### src/rtl/sync_fifo_param_if.sv
// Producer/consumer bundle for sync_fifo_param: write side, read side, status flags and error clear.
// master drives requests and data; slave is the FIFO itself.
interface sync_fifo_param_if #(
    parameter int unsigned DATA_W = 16,
    parameter int unsigned ADDR_W = 3
);
    logic              wr_en;
    logic [DATA_W-1:0] wr_data;
    logic              rd_en;
    logic [DATA_W-1:0] rd_data;
    logic              rd_valid;
    logic              full;
    logic              empty;
    logic              almost_full;
    logic              almost_empty;
    logic [ADDR_W:0]   count;
    logic              overflow;
    logic              underflow;
    logic              clr_err;

    modport master (
        output wr_en, wr_data, rd_en, clr_err,
        input  rd_data, rd_valid, full, empty, almost_full, almost_empty,
               count, overflow, underflow
    );

    modport slave (
        input  wr_en, wr_data, rd_en, clr_err,
        output rd_data, rd_valid, full, empty, almost_full, almost_empty,
               count, overflow, underflow
    );
endinterface

### src/rtl/sync_fifo_param.sv
// Single-clock parametrised FIFO with occupancy count, almost-full/empty thresholds,
// sticky overflow/underflow flags and optional first-word-fall-through read.
module sync_fifo_param #(
    parameter int unsigned DATA_W    = 16,
    parameter int unsigned ADDR_W    = 3,
    parameter int unsigned AF_THRESH = 6,
    parameter int unsigned AE_THRESH = 2,
    parameter int unsigned FWFT      = 0
) (
    input logic               clk,
    input logic               rst,
    sync_fifo_param_if.slave  bus
);
    localparam int unsigned DEPTH = 1 << ADDR_W;
    localparam logic [ADDR_W:0] DEPTH_C = (ADDR_W+1)'(DEPTH);
    localparam logic [ADDR_W:0] AF_C    = (ADDR_W+1)'(AF_THRESH);
    localparam logic [ADDR_W:0] AE_C    = (ADDR_W+1)'(AE_THRESH);

    logic [DATA_W-1:0] mem_q [DEPTH];
    logic [ADDR_W:0]   wr_ptr_q, rd_ptr_q;
    logic [ADDR_W:0]   count_q, count_d;
    logic              full_q, empty_q, af_q, ae_q;
    logic              ovf_q, udf_q;
    logic              wr_acc, rd_acc;

    // Acceptance depends only on registered flags, so no request-to-flag combinational path exists.
    always_comb begin
        wr_acc  = bus.wr_en && !full_q;
        rd_acc  = bus.rd_en && !empty_q;
        count_d = count_q;
        case ({wr_acc, rd_acc})
            2'b10:   count_d = count_q + 1'b1;
            2'b01:   count_d = count_q - 1'b1;
            default: count_d = count_q;
        endcase
    end

    always_ff @(posedge clk) begin
        if (wr_acc && !rst) begin
            mem_q[wr_ptr_q[ADDR_W-1:0]] <= bus.wr_data;
        end
    end

    always_ff @(posedge clk) begin
        if (rst) begin
            wr_ptr_q <= '0;
            rd_ptr_q <= '0;
            count_q  <= '0;
            full_q   <= 1'b0;
            empty_q  <= 1'b1;
            af_q     <= 1'b0;
            ae_q     <= 1'b1;
            ovf_q    <= 1'b0;
            udf_q    <= 1'b0;
        end else begin
            if (wr_acc) wr_ptr_q <= wr_ptr_q + 1'b1;
            if (rd_acc) rd_ptr_q <= rd_ptr_q + 1'b1;
            count_q <= count_d;
            full_q  <= (count_d == DEPTH_C);
            empty_q <= (count_d == '0);
            af_q    <= (count_d >= AF_C);
            ae_q    <= (count_d <= AE_C);
            // A new error event outranks a simultaneous clear.
            ovf_q   <= (ovf_q && !bus.clr_err) || (bus.wr_en && full_q);
            udf_q   <= (udf_q && !bus.clr_err) || (bus.rd_en && empty_q);
        end
    end

    if (FWFT != 0) begin : g_fwft
        assign bus.rd_data  = empty_q ? '0 : mem_q[rd_ptr_q[ADDR_W-1:0]];
        assign bus.rd_valid = !empty_q;
    end else begin : g_std
        logic [DATA_W-1:0] rd_data_q;
        logic              rd_valid_q;

        always_ff @(posedge clk) begin
            if (rst) begin
                rd_data_q  <= '0;
                rd_valid_q <= 1'b0;
            end else begin
                rd_valid_q <= rd_acc;
                if (rd_acc) rd_data_q <= mem_q[rd_ptr_q[ADDR_W-1:0]];
            end
        end

        assign bus.rd_data  = rd_data_q;
        assign bus.rd_valid = rd_valid_q;
    end

    assign bus.full         = full_q;
    assign bus.empty        = empty_q;
    assign bus.almost_full  = af_q;
    assign bus.almost_empty = ae_q;
    assign bus.count        = count_q;
    assign bus.overflow     = ovf_q;
    assign bus.underflow    = udf_q;
endmodule

### src/flat_wrapper.sv
// flat-port wrapper written by rule: the top's interface ports become plain ports
module sync_fifo_param_flat 
#(
    parameter int unsigned DATA_W    = 16,
    parameter int unsigned ADDR_W    = 3,
    parameter int unsigned AF_THRESH = 6,
    parameter int unsigned AE_THRESH = 2,
    parameter int unsigned FWFT      = 0
)
  (clk, rst, bus_wr_en, bus_wr_data, bus_rd_en, bus_clr_err, bus_rd_data, bus_rd_valid, bus_full, bus_empty, bus_almost_full, bus_almost_empty, bus_count, bus_overflow, bus_underflow);
  sync_fifo_param_if #(.DATA_W(DATA_W), .ADDR_W(ADDR_W)) bus_i ();
  input logic clk;
  input logic rst;
  input wire logic [$bits(bus_i.wr_en)-1:0] bus_wr_en;
  input wire logic [$bits(bus_i.wr_data)-1:0] bus_wr_data;
  input wire logic [$bits(bus_i.rd_en)-1:0] bus_rd_en;
  input wire logic [$bits(bus_i.clr_err)-1:0] bus_clr_err;
  output wire logic [$bits(bus_i.rd_data)-1:0] bus_rd_data;
  output wire logic [$bits(bus_i.rd_valid)-1:0] bus_rd_valid;
  output wire logic [$bits(bus_i.full)-1:0] bus_full;
  output wire logic [$bits(bus_i.empty)-1:0] bus_empty;
  output wire logic [$bits(bus_i.almost_full)-1:0] bus_almost_full;
  output wire logic [$bits(bus_i.almost_empty)-1:0] bus_almost_empty;
  output wire logic [$bits(bus_i.count)-1:0] bus_count;
  output wire logic [$bits(bus_i.overflow)-1:0] bus_overflow;
  output wire logic [$bits(bus_i.underflow)-1:0] bus_underflow;
  assign bus_i.wr_en = bus_wr_en;
  assign bus_i.wr_data = bus_wr_data;
  assign bus_i.rd_en = bus_rd_en;
  assign bus_i.clr_err = bus_clr_err;
  assign bus_rd_data = bus_i.rd_data;
  assign bus_rd_valid = bus_i.rd_valid;
  assign bus_full = bus_i.full;
  assign bus_empty = bus_i.empty;
  assign bus_almost_full = bus_i.almost_full;
  assign bus_almost_empty = bus_i.almost_empty;
  assign bus_count = bus_i.count;
  assign bus_overflow = bus_i.overflow;
  assign bus_underflow = bus_i.underflow;
  sync_fifo_param #(.DATA_W(DATA_W), .ADDR_W(ADDR_W), .AF_THRESH(AF_THRESH), .AE_THRESH(AE_THRESH), .FWFT(FWFT)) u_core (.clk(clk), .rst(rst), .bus(bus_i));
endmodule
### config.mk
export PLATFORM = sky130hd
export DESIGN_NAME = sync_fifo_param_flat
export DESIGN_NICKNAME = d
export VERILOG_FILES = /design/src/rtl/sync_fifo_param_if.sv /design/src/rtl/sync_fifo_param.sv /design/src/flat_wrapper.sv
export SDC_FILE = /design/constraint.sdc
export NUM_CORES = 1
export LEC_CHECK = 0
export ABC_AREA = 1
export CAP_MARGIN = 20
export CORE_MARGIN = 5
export CORE_UTILIZATION = 45
export DETAILED_ROUTE_END_ITERATION = 6
export DONT_BUFFER_PORTS = 1
export GPL_TIMING_DRIVEN = 0
export PLACE_DENSITY = 0.67
export REMOVE_ABC_BUFFERS = 1
export SLEW_MARGIN = 20
export SYNTH_ARGS = -nofsm -noshare
export SYNTH_HDL_FRONTEND = slang
export SYNTH_SLANG_ARGS = --single-unit
### constraint.sdc
create_clock -name clk -period 4.6 [get_ports clk]
set_clock_uncertainty 0.1 [all_clocks]
set_input_delay 0.46 -clock clk [delete_from_list [all_inputs] [get_ports clk]]
set_output_delay 0.46 -clock clk [all_outputs]
set_load 0.05 [all_outputs]
==> flow_metrics.env, run 1 <==
export IMPL_p_int_uw=2700
export IMPL_n_fill_cell=1200
export IMPL_drt_wl_total_mm=13.00
export IMPL_period_share_pct=56.83
export IMPL_multi_input_area_um2=1603
export IMPL_critPathTopFamily="simple AND/OR/NAND/NOR gates"
export IMPL_end_kind="register"
export IMPL_worstSkewPairLatency_ns=0.42
export IMPL_grt_pass1_vias=3914
export IMPL_gp_congestion=0.7806
export IMPL_cts_sinks=161
export IMPL_start_util_pct=45.77
export IMPL_slew_headroom_pct=37.77
export IMPL_synth_warnings=0
export IMPL_first_iter_violations=323
export IMPL_avgSynthCellArea_um2=11.81
export IMPL_power_density_nw_per_um2=555.7
export IMPL_dieArea_um2=16600
export IMPL_grtUsageTotal_pct=16.35
export IMPL_p_clk_share_pct=33.5
export IMPL_rows=43
export IMPL_syn_area_um2=6354
export IMPL_p_seq_share_pct=50.9
export IMPL_crit_path_start_kind="register"
export IMPL_path_cells="nor2_4 -> ha_1 -> nand2_1 -> inv_1 -> nor2_1 -> ha_1 -> a21oi_1 -> nand2_1 -> nand3_1 -> nand2_1 -> nand2_1 -> nand2_1 -> nand2_1 -> inv_1"
export IMPL_ys_seq_elements=161
export IMPL_fmax_mhz=382.5
export IMPL_antenna_found_initial=0
export IMPL_hold_violations=0
export IMPL_seqCellArea_um2=4507
export IMPL_utilization_pct=51.74
export IMPL_tns_ns=0
export IMPL_drc=0
export IMPL_design_power_total_uw=3991
export IMPL_path_clk_slew_ns=0.06
export IMPL_required_ns=4.82
export IMPL_cts_tree="done"
export IMPL_finalInstanceArea_um2=7182
export IMPL_nets=567
export IMPL_port_buffers=0
export IMPL_synthCells=538
export IMPL_cts_max_path_buffers=2
export IMPL_die_h_um=128.8
export IMPL_grt_first_pass_wirelength_mm=20.28
export IMPL_cts_max_level=4
export IMPL_cp_num_buf_inv=2
export IMPL_hpwlAfterDp_mm=7.810
export IMPL_core_area_um2=13880
export IMPL_layout_drive_gt1_share_pct=10.65
export IMPL_period_needed_ns=2.614
export IMPL_p_comb_share_pct=15.6
export IMPL_drv_cap=0
export IMPL_hold_ws_ns=0.02448
export IMPL_max_stage_delay_ns=0.50
export IMPL_grt_max_degree=67
export IMPL_placed_area_um2=6599
export IMPL_status="finished clean"
export IMPL_critPathMaxFanout=19
export IMPL_ys_types=26
export IMPL_tightest_slew_ns=0.9324
export IMPL_hold_class="in -> reg"
export IMPL_slew_viol_final=0
export IMPL_area_growth_pct=13.04
export IMPL_swShare_pct=32.36
export IMPL_critPathKind="reg -> reg"
export IMPL_cp_common_cell="nand2_1"
export IMPL_p_leak_uw=0.002475
export IMPL_fp_dieW_um=128.8
export IMPL_yosysSeqAreaShare_pct=70.89
export IMPL_overflow=0
export IMPL_ant_nets=0
export IMPL_vias=3878
export IMPL_ir_drop_uv=326.3
export IMPL_ios=48
export IMPL_diodes=0
export IMPL_grt_setup_unrepaired="false"
export IMPL_cts_root_buf="clkbuf_16"
export IMPL_net_switching_power_uw=1291
export IMPL_first_pass_iters=4
export IMPL_postCtsSetupBuffers=0
export IMPL_numCtsBuffers=17
export IMPL_slowest_stage="dfxtp_1"
export IMPL_arrival_ns=2.84
export IMPL_wl_per_cell_um=17.71
export IMPL_setup_viol=0
export IMPL_via_per_inst=5.283
sequential cells by signal, indices dropped and copies added (netlist names):
| name | cells |
|---|---|
| u_core.mem_q | 128 |
| u_core.bus.count | 4 |
| u_core.bus.almost_empty | 1 |
| u_core.bus.empty | 1 |
| u_core.rd_ptr_q | 3 |
| u_core.wr_ptr_q | 3 |
| u_core.bus.full | 1 |
| u_core.bus.rd_data | 16 |
| u_core.bus.almost_full | 1 |
| u_core.bus.overflow | 1 |
| u_core.bus.underflow | 1 |
| u_core.bus.rd_valid | 1 |
per-layer routing:
metal	up-vias	share of wire, %	GRT usage (%)
li1	1902	-	-
met1	1835	40	19.95
met2	133	49	26.65
met3	8	10	5.978
met4	0	0.83	6.238
met5	-	0	0
worst reg2reg max path, stage by stage (launching register included):
cell     delay (ns)
dfxtp_1        0.50
nor2_4         0.50
ha_1           0.31
nand2_1        0.07
inv_1          0.11
nor2_1         0.06
ha_1           0.18
a21oi_1        0.17
nand2_1        0.07
nand3_1        0.12
nand2_1        0.06
nand2_1        0.08
nand2_1        0.05
nand2_1        0.10
inv_1          0.04
what timing repair did:
item | CTS | global route
hold endpoints to repair | 3 | 0
hold buffers | 1 | 0
endpoints found under the setup margin | 0 | 0
gates resized for setup | 0 | 0
synth_stat cells (all sizes together):
master  number  area, um^2
o21ai       85       425.4
buf         16       133.9
nand2       48       180.2
o21a         1       7.510
dfxtp       33       660.6
nand3        9       45.04
a21oi       24       131.4
nor2       115       441.7
clkinv       1       3.750
xnor2        2       17.52
or2          1       6.260
inv         23       91.34
ha           5       62.56
o211ai      32       240.2
nor3         2       10.01
edfxtp     128        3844
clkbuf      13       52.55
cells in the final DEF, fill, tap and decap left out:
cell type,instances
clkbuf_16,17
nand2_1,48
buf_6,1
buf_12,2
buf_8,4
nor3_2,2
nor2_2,8
xnor2_1,2
edfxtp_1,128
clkinvlp_4,3
clkbuf_1,1
o211ai_1,32
o21ai_0,79
ha_1,5
a21oi_1,21
dlygate4sd3_1,1
inv_1,22
buf_16,1
buf_4,4
dfxtp_2,2
o21a_1,1
nand3_1,9
clkinv_4,1
bufinv_16,1
nor2_4,2
inv_8,1
o21ai_1,6
clkbuf_8,3
or2_1,1
clkinv_2,1
a21oi_2,3
dfxtp_1,31
clkinv_1,3
inv_6,3
nor2_1,105
power groups by stage:
stage          logic, uW  registers, uW  clock network, uW
6_report             622           2030               1340
5_1_grt              717           2050               1430
4_1_cts              628           2040               1360
3_5_place_dp         623           2070                  0
3_3_place_gp         515           2110                  0
2_1_floorplan        420           2050                  0
layout make-up:
class	instances	area share, %
clock buffer	21	6.551
multi-input combinational	324	22.32
inverter	24	1.324
clock inverter	11	1.429
sequential	161	62.75
timing repair buffer	13	2.491
tap	180	3.136
per-stage QoR:
stage / setup slack (ns) / std cells
6_report: 1.986 / 734
5_1_grt: 1.697 / 734
4_1_cts: 1.984 / 734
3_5_place_dp: 1.995 / 701
3_3_place_gp: 0.6357 / 689
2_1_floorplan: 1.859 / 509
path summary, 6_finish.rpt:
path	startpoint	endpoint	slack, ns	depth (start not counted)
worst min-delay path	rst	u_core.bus.count[0]	0.02	1
worst max register to register	u_core.bus.empty	u_core.bus.empty	1.99	14
worst min register to register	u_core.wr_ptr_q[2]	u_core.wr_ptr_q[2]	0.46	2
worst max-delay path	u_core.bus.empty	u_core.bus.empty	1.99	14
cell families after synthesis:
family / Yosys count / share of synthesized area, %
AOI/OAI and AO/OA: 142 / 12.66
adders and majority gates: 5 / 0.9846
and+or+nand+nor: 175 / 10.75
xor gates and xnor gates: 2 / 0.2757
DFF: 161 / 70.89
buffers and inverters: 53 / 4.431
Note: power is estimated with default switching activity, not from simulation.
==> inputs of run 2 (changes only) <==
Clock period 4.6 ns to 2.56 ns, I/O delays scaled along.
==> flow_metrics.env, run 2 (synthesized netlist as in run 1, its figures left out) <==
export IMPL_status="finished clean"
export IMPL_slew_viol_final=0
export IMPL_holdPathStages=3
export IMPL_end_kind="register"
export IMPL_tns_ns=0
export IMPL_vias=4054
export IMPL_p_comb_share_pct=16.4
export IMPL_finalInstanceArea_um2=7405
export IMPL_overflow=0
export IMPL_worstReg2RegStart="u_core.bus.empty"
export IMPL_hold_violations=0
export IMPL_required_ns=2.78
export IMPL_first_pass_iters=4
export IMPL_wl_met2_mm=6.605
export IMPL_tightest_slew_ns=0.9547
export IMPL_cts_max_level=4
export IMPL_net_switching_power_uw=2367
export IMPL_n_fill_cell=1179
export IMPL_multi_input_area_um2=1605
export IMPL_start_util_pct=45.77
export IMPL_first_iter_violations=375
export IMPL_fmax_mhz=435.9
export IMPL_fp_dieW_um=128.8
export IMPL_via_per_inst=5.362
export IMPL_die_h_um=128.8
export IMPL_layout_drive_gt1_share_pct=11.11
export IMPL_p_clk_share_pct=33.3
export IMPL_swShare_pct=32.63
export IMPL_seqCellArea_um2=4511
export IMPL_cts_max_path_buffers=2
export IMPL_power_density_nw_per_um2=979.4
export IMPL_largest_reg_flops=128
export IMPL_grtUsageTotal_pct=16.47
export IMPL_utilization_pct=53.34
export IMPL_layout_common_cells="edfxtp_1 (128), nor2_1 (104), o21ai_0 (79)"
export IMPL_period_needed_ns=2.294
export IMPL_nets=589
export IMPL_r2r_setup_slack_ns=0.27
export IMPL_path_clk_slew_ns=0.06
export IMPL_r2r_end="u_core.bus.empty"
export IMPL_ios=48
export IMPL_ant_nets=0
export IMPL_dieArea_um2=16600
export IMPL_drc=0
export IMPL_core_area_um2=13880
export IMPL_grt_pass1_vias=3979
export IMPL_diodes=0
export IMPL_critPathMaxFanout=4
export IMPL_p_int_uw=4886
export IMPL_hold_class="in -> reg"
export IMPL_drv_cap=0
export IMPL_wl_met1_mm=5.662
export IMPL_area_growth_pct=16.54
export IMPL_arrival_ns=2.51
export IMPL_highest_layer="met4"
export IMPL_cts_root_buf="clkbuf_16"
export IMPL_placed_area_um2=6599
export IMPL_antenna_found_initial=0
export IMPL_p_seq_share_pct=50.4
export IMPL_worstSkewPairLatency_ns=0.42
export IMPL_min_to="u_core.mem_q[2][10]"
export IMPL_ir_drop_uv=591.2
export IMPL_design_power_total_uw=7252
export IMPL_critPathKind="reg -> reg"
export IMPL_grt_setup_unrepaired="false"
export IMPL_grt_first_pass_wirelength_mm=20.42
export IMPL_wl_met3_um=811
export IMPL_wl_per_cell_um=17.59
export IMPL_cts_sinks=161
export IMPL_period_share_pct=89.61
export IMPL_p_leak_uw=0.002575
export IMPL_port_buffers=0
export IMPL_r2r_cells=15
export IMPL_hpwlAfterDp_mm=7.810
export IMPL_gp_congestion=0.7806
export IMPL_crit_path_start_kind="register"
export IMPL_slew_headroom_pct=36.27
export IMPL_layout_commonest_cell="edfxtp_1"
export IMPL_setup_viol=0
export IMPL_rows=43
export IMPL_numCtsBuffers=17
export IMPL_grt_max_degree=67
export IMPL_min_from="rst"
export IMPL_drt_wl_total_mm=13.30
export IMPL_cts_tree="done"
-- run 2: cell types whose count changed in the layout (fill, tap and decap cells not counted), sizes merged --
cell | previous run | this run
buf | 12 | 14
dlygate4sd3 | 1 | 21
-- run 2: per-stage QoR --
stage / std cells / worst slack, ns / hold WS, ns
6_report: 756 / 0.2659 / 0.1565
5_1_grt: 756 / 0.01970 / 0.1413
4_1_cts: 756 / 0.1672 / 0.1271
3_5_place_dp: 701 / -0.04484 / 0.2345
3_3_place_gp: 689 / -1.404 / 0.2276
2_1_floorplan: 509 / -0.1809 / 0.2251
-- run 2: routing by layer --
layer,vias up,global-route usage [%]
li1,1947,-
met1,1983,20.22
met2,104,27.16
met3,20,5.396
met4,0,6.238
met5,-,0
-- run 2: cell type report --
| type | instances | area share, % |
|---|---|---|
| flip-flops and latches | 161 | 60.92 |
| multi-input cells | 324 | 21.68 |
| clock inverters | 11 | 1.386 |
| inverters | 24 | 1.301 |
| repair buffers | 35 | 5.323 |
| well taps | 180 | 3.042 |
| clock buffers | 21 | 6.353 |
-- run 2: worst max-delay path by stage --
| stage | cells past startpoint | from | slack [ns] | endpoint |
|---|---|---|---|---|
| finish | 15 | u_core.bus.empty | 0.27 | u_core.bus.empty |
| global route | 15 | u_core.bus.empty | 0.02 | u_core.bus.empty |
| CTS | 15 | u_core.bus.full | 0.17 | u_core.bus.empty |
| detailed placement | 14 | u_core.bus.empty | -0.04 | u_core.bus.empty |
| global placement | 5 | u_core.bus.full | -1.40 | u_core.mem_q[6][3] |
| floorplan | 14 | u_core.bus.empty | -0.18 | u_core.bus.empty |
-- run 2: worst max-delay path: stages, from the launching register on --
cell and delay, ns:
dfxtp_1 0.70, nor2_4 0.07, ha_1 0.26, nand2_1 0.07
inv_1 0.07, nor2_1 0.13, ha_1 0.17, a21oi_1 0.06
inv_1 0.09, nand2_1 0.05, nand3_1 0.10, nand2_1 0.06
nand2_1 0.08, nand2_1 0.05, nand2_1 0.10, inv_1 0.04
-- run 2: repair_timing --
item,4_1_cts,5_1_grt
buffers inserted,2,0
gates resized for setup,2,2
hold buffers,21,0
hold endpoints to repair,136,0
endpoints found under the setup margin,7,2
pin swaps,1,0
-- run 2: power groups by stage --
stage	sequential [uW]	combinational [uW]	clock, uW
after detailed placement	3710	1120	0
after CTS	3660	1200	2440
after global placement	3780	926	0
final	3650	1190	2410
after floorplan	3680	755	0
after global routing	3680	1360	2570
==> inputs of run 3 (changes only) <==
Settings changed: CORE_UTILIZATION 45 to 43, PLACE_DENSITY 0.67 to 0.65, SKIP_LAST_GASP set to 1.
==> flow_metrics.env, run 3 (synthesized netlist as in run 1, its figures left out) <==
export IMPL_dieArea_um2=17310
export IMPL_slew_headroom_pct=31.52
export IMPL_r2r_setup_slack_ns=0.17
export IMPL_wl_per_cell_um=17.97
export IMPL_first_pass_iters=5
export IMPL_fmax_mhz=416.2
export IMPL_drc=0
export IMPL_drt_wl_total_mm=13.66
export IMPL_grt_first_pass_wirelength_mm=21.74
export IMPL_cts_sinks=161
export IMPL_layout_common_cells="edfxtp_1 (128), nor2_1 (105), o21ai_0 (79)"
export IMPL_setup_viol=0
export IMPL_layout_commonest_cell="edfxtp_1"
export IMPL_overflow=0
export IMPL_rows=44
export IMPL_min_from="rst"
export IMPL_gp_congestion=0.7864
export IMPL_layoutNonFillerInstCount=760
export IMPL_grtUsageTotal_pct=15.83
export IMPL_tightest_slew_ns=1.026
export IMPL_fp_dieW_um=131.6
export IMPL_nets=588
export IMPL_first_iter_violations=271
export IMPL_layout_drive_gt1_share_pct=11.30
export IMPL_via_per_inst=5.349
export IMPL_drv_cap=0
export IMPL_die_h_um=131.6
export IMPL_ant_nets=0
export IMPL_cts_max_level=4
export IMPL_utilization_pct=51.00
export IMPL_path_clk_slew_ns=0.06
export IMPL_ir_drop_uv=583.7
export IMPL_min_to="u_core.mem_q[6][7]"
export IMPL_status="finished clean"
export IMPL_area_growth_pct=16.66
export IMPL_crit_path_start_kind="input port"
export IMPL_p_leak_uw=0.002579
export IMPL_grt_setup_unrepaired="false"
export IMPL_arrival_ns=2.42
export IMPL_period_share_pct=93.85
export IMPL_core_area_um2=14530
export IMPL_antenna_found_initial=1
export IMPL_hpwlAfterDp_mm=8.158
export IMPL_largest_reg_flops=128
export IMPL_end_kind="register"
export IMPL_slew_viol_final=0
export IMPL_hold_class="in -> reg"
export IMPL_power_density_nw_per_um2=981.9
export IMPL_critPathKind="in -> reg"
export IMPL_n_fill_cell=1245
export IMPL_r2r_cells=6
export IMPL_r2r_end="u_core.mem_q[7][5]"
export IMPL_critPathMaxFanout=9
export IMPL_numCtsBuffers=17
export IMPL_cts_tree="done"
export IMPL_cts_root_buf="clkbuf_16"
export IMPL_vias=4065
export IMPL_worstReg2RegStart="u_core.bus.full"
export IMPL_worstSkewPairLatency_ns=0.41
export IMPL_hold_violations=0
export IMPL_hold_ws_ns=0.2472
export IMPL_ios=48
export IMPL_start_util_pct=43.72
export IMPL_required_ns=2.58
export IMPL_holdPathStages=3
export IMPL_grt_max_degree=67
export IMPL_place_inst=705
export IMPL_grt_pass1_vias=4110
export IMPL_cts_max_path_buffers=2
export IMPL_period_needed_ns=2.403
export IMPL_port_buffers=0
-- run 3: cell count changes in the layout (fill, tap and decap cells not counted), moves of 2 or more --
cell / change
inv_8: +2
buf_8: +2
nor3_2: -2
clkbuf_8: -3
inv_6: +3
nor3_4: +2
-- run 3: worst max-delay path by stage --
stage,from,to,slack (ns),cells after the start
6_report,bus_wr_en,u_core.mem_q[7][5],0.16,8
5_1_grt,bus_wr_en,u_core.bus.empty,0.02,16
4_1_cts,u_core.bus.full,u_core.mem_q[5][4],0.09,6
3_5_place_dp,u_core.bus.full,u_core.mem_q[6][9],-0.17,7
3_3_place_gp,u_core.bus.full,u_core.mem_q[6][9],-1.48,5
2_1_floorplan,u_core.bus.empty,u_core.bus.empty,-0.18,14
-- run 3: layout make-up --
cell class	instances	area (um^2)	share of cell area, %
sequential	161	4513	60.89
multi-input combinational	324	1610	21.73
clock buffer	17	425.4	5.739
timing repair buffer	34	386.6	5.216
tap	184	230.2	3.106
clock inverter	15	147.6	1.992
inverter	24	96.34	1.300
antenna	1	2.502	0.03376
-- run 3: worst max-delay path, stage by stage --
cell and delay [ns]:
dlygate4sd3_1 0.55, inv_1 0.05, nor2_1 0.22, inv_2 0.13
nor2_1 0.22, nand2_1 0.21, nor2_2 0.54, buf_8 0.23
-- run 3: stage by stage --
step | setup WS (ns) | TNS [ns] | instance area (um^2) | power (uW)
2_1_floorplan | -0.1809 | -3.095 | 6167 | 4436
3_3_place_gp | -1.478 | -121.21 | 6397 | 4712
3_5_place_dp | -0.1725 | -3.448 | 6604 | 4826
4_1_cts | 0.08860 | 0 | 7407 | 7328
5_1_grt | 0.01810 | 0 | 7412 | 7661
6_report | 0.1574 | 0 | 7412 | 7278
-- run 3: per-layer routing --
layer  global-route usage, %  part of all wire [%]  up-vias
met4                   5.543                  0.81        0
met3                   4.587                   8.5       10
met5                       0                     0        -
li1                        -                     -     1952
met1                   20.08                    42     1955
met2                   26.02                    49      148
-- run 3: report_power, final --
part	internal [uW]	leakage [uW]	switching [uW]	total [uW]
combinational	429	0.000872	711	1140
sequential	3030	0.00143	678	3700
clock	1370	0.000276	1070	2440
total	4820	0.00258	2450	7280
-- run 3: repair_timing --
action,CTS,global route
hold buffers,20,0
setup buffers,2,0
resized for setup,4,2
setup endpoints to repair,49,27
pin swaps,1,0
endpoints found under the hold margin,135,0
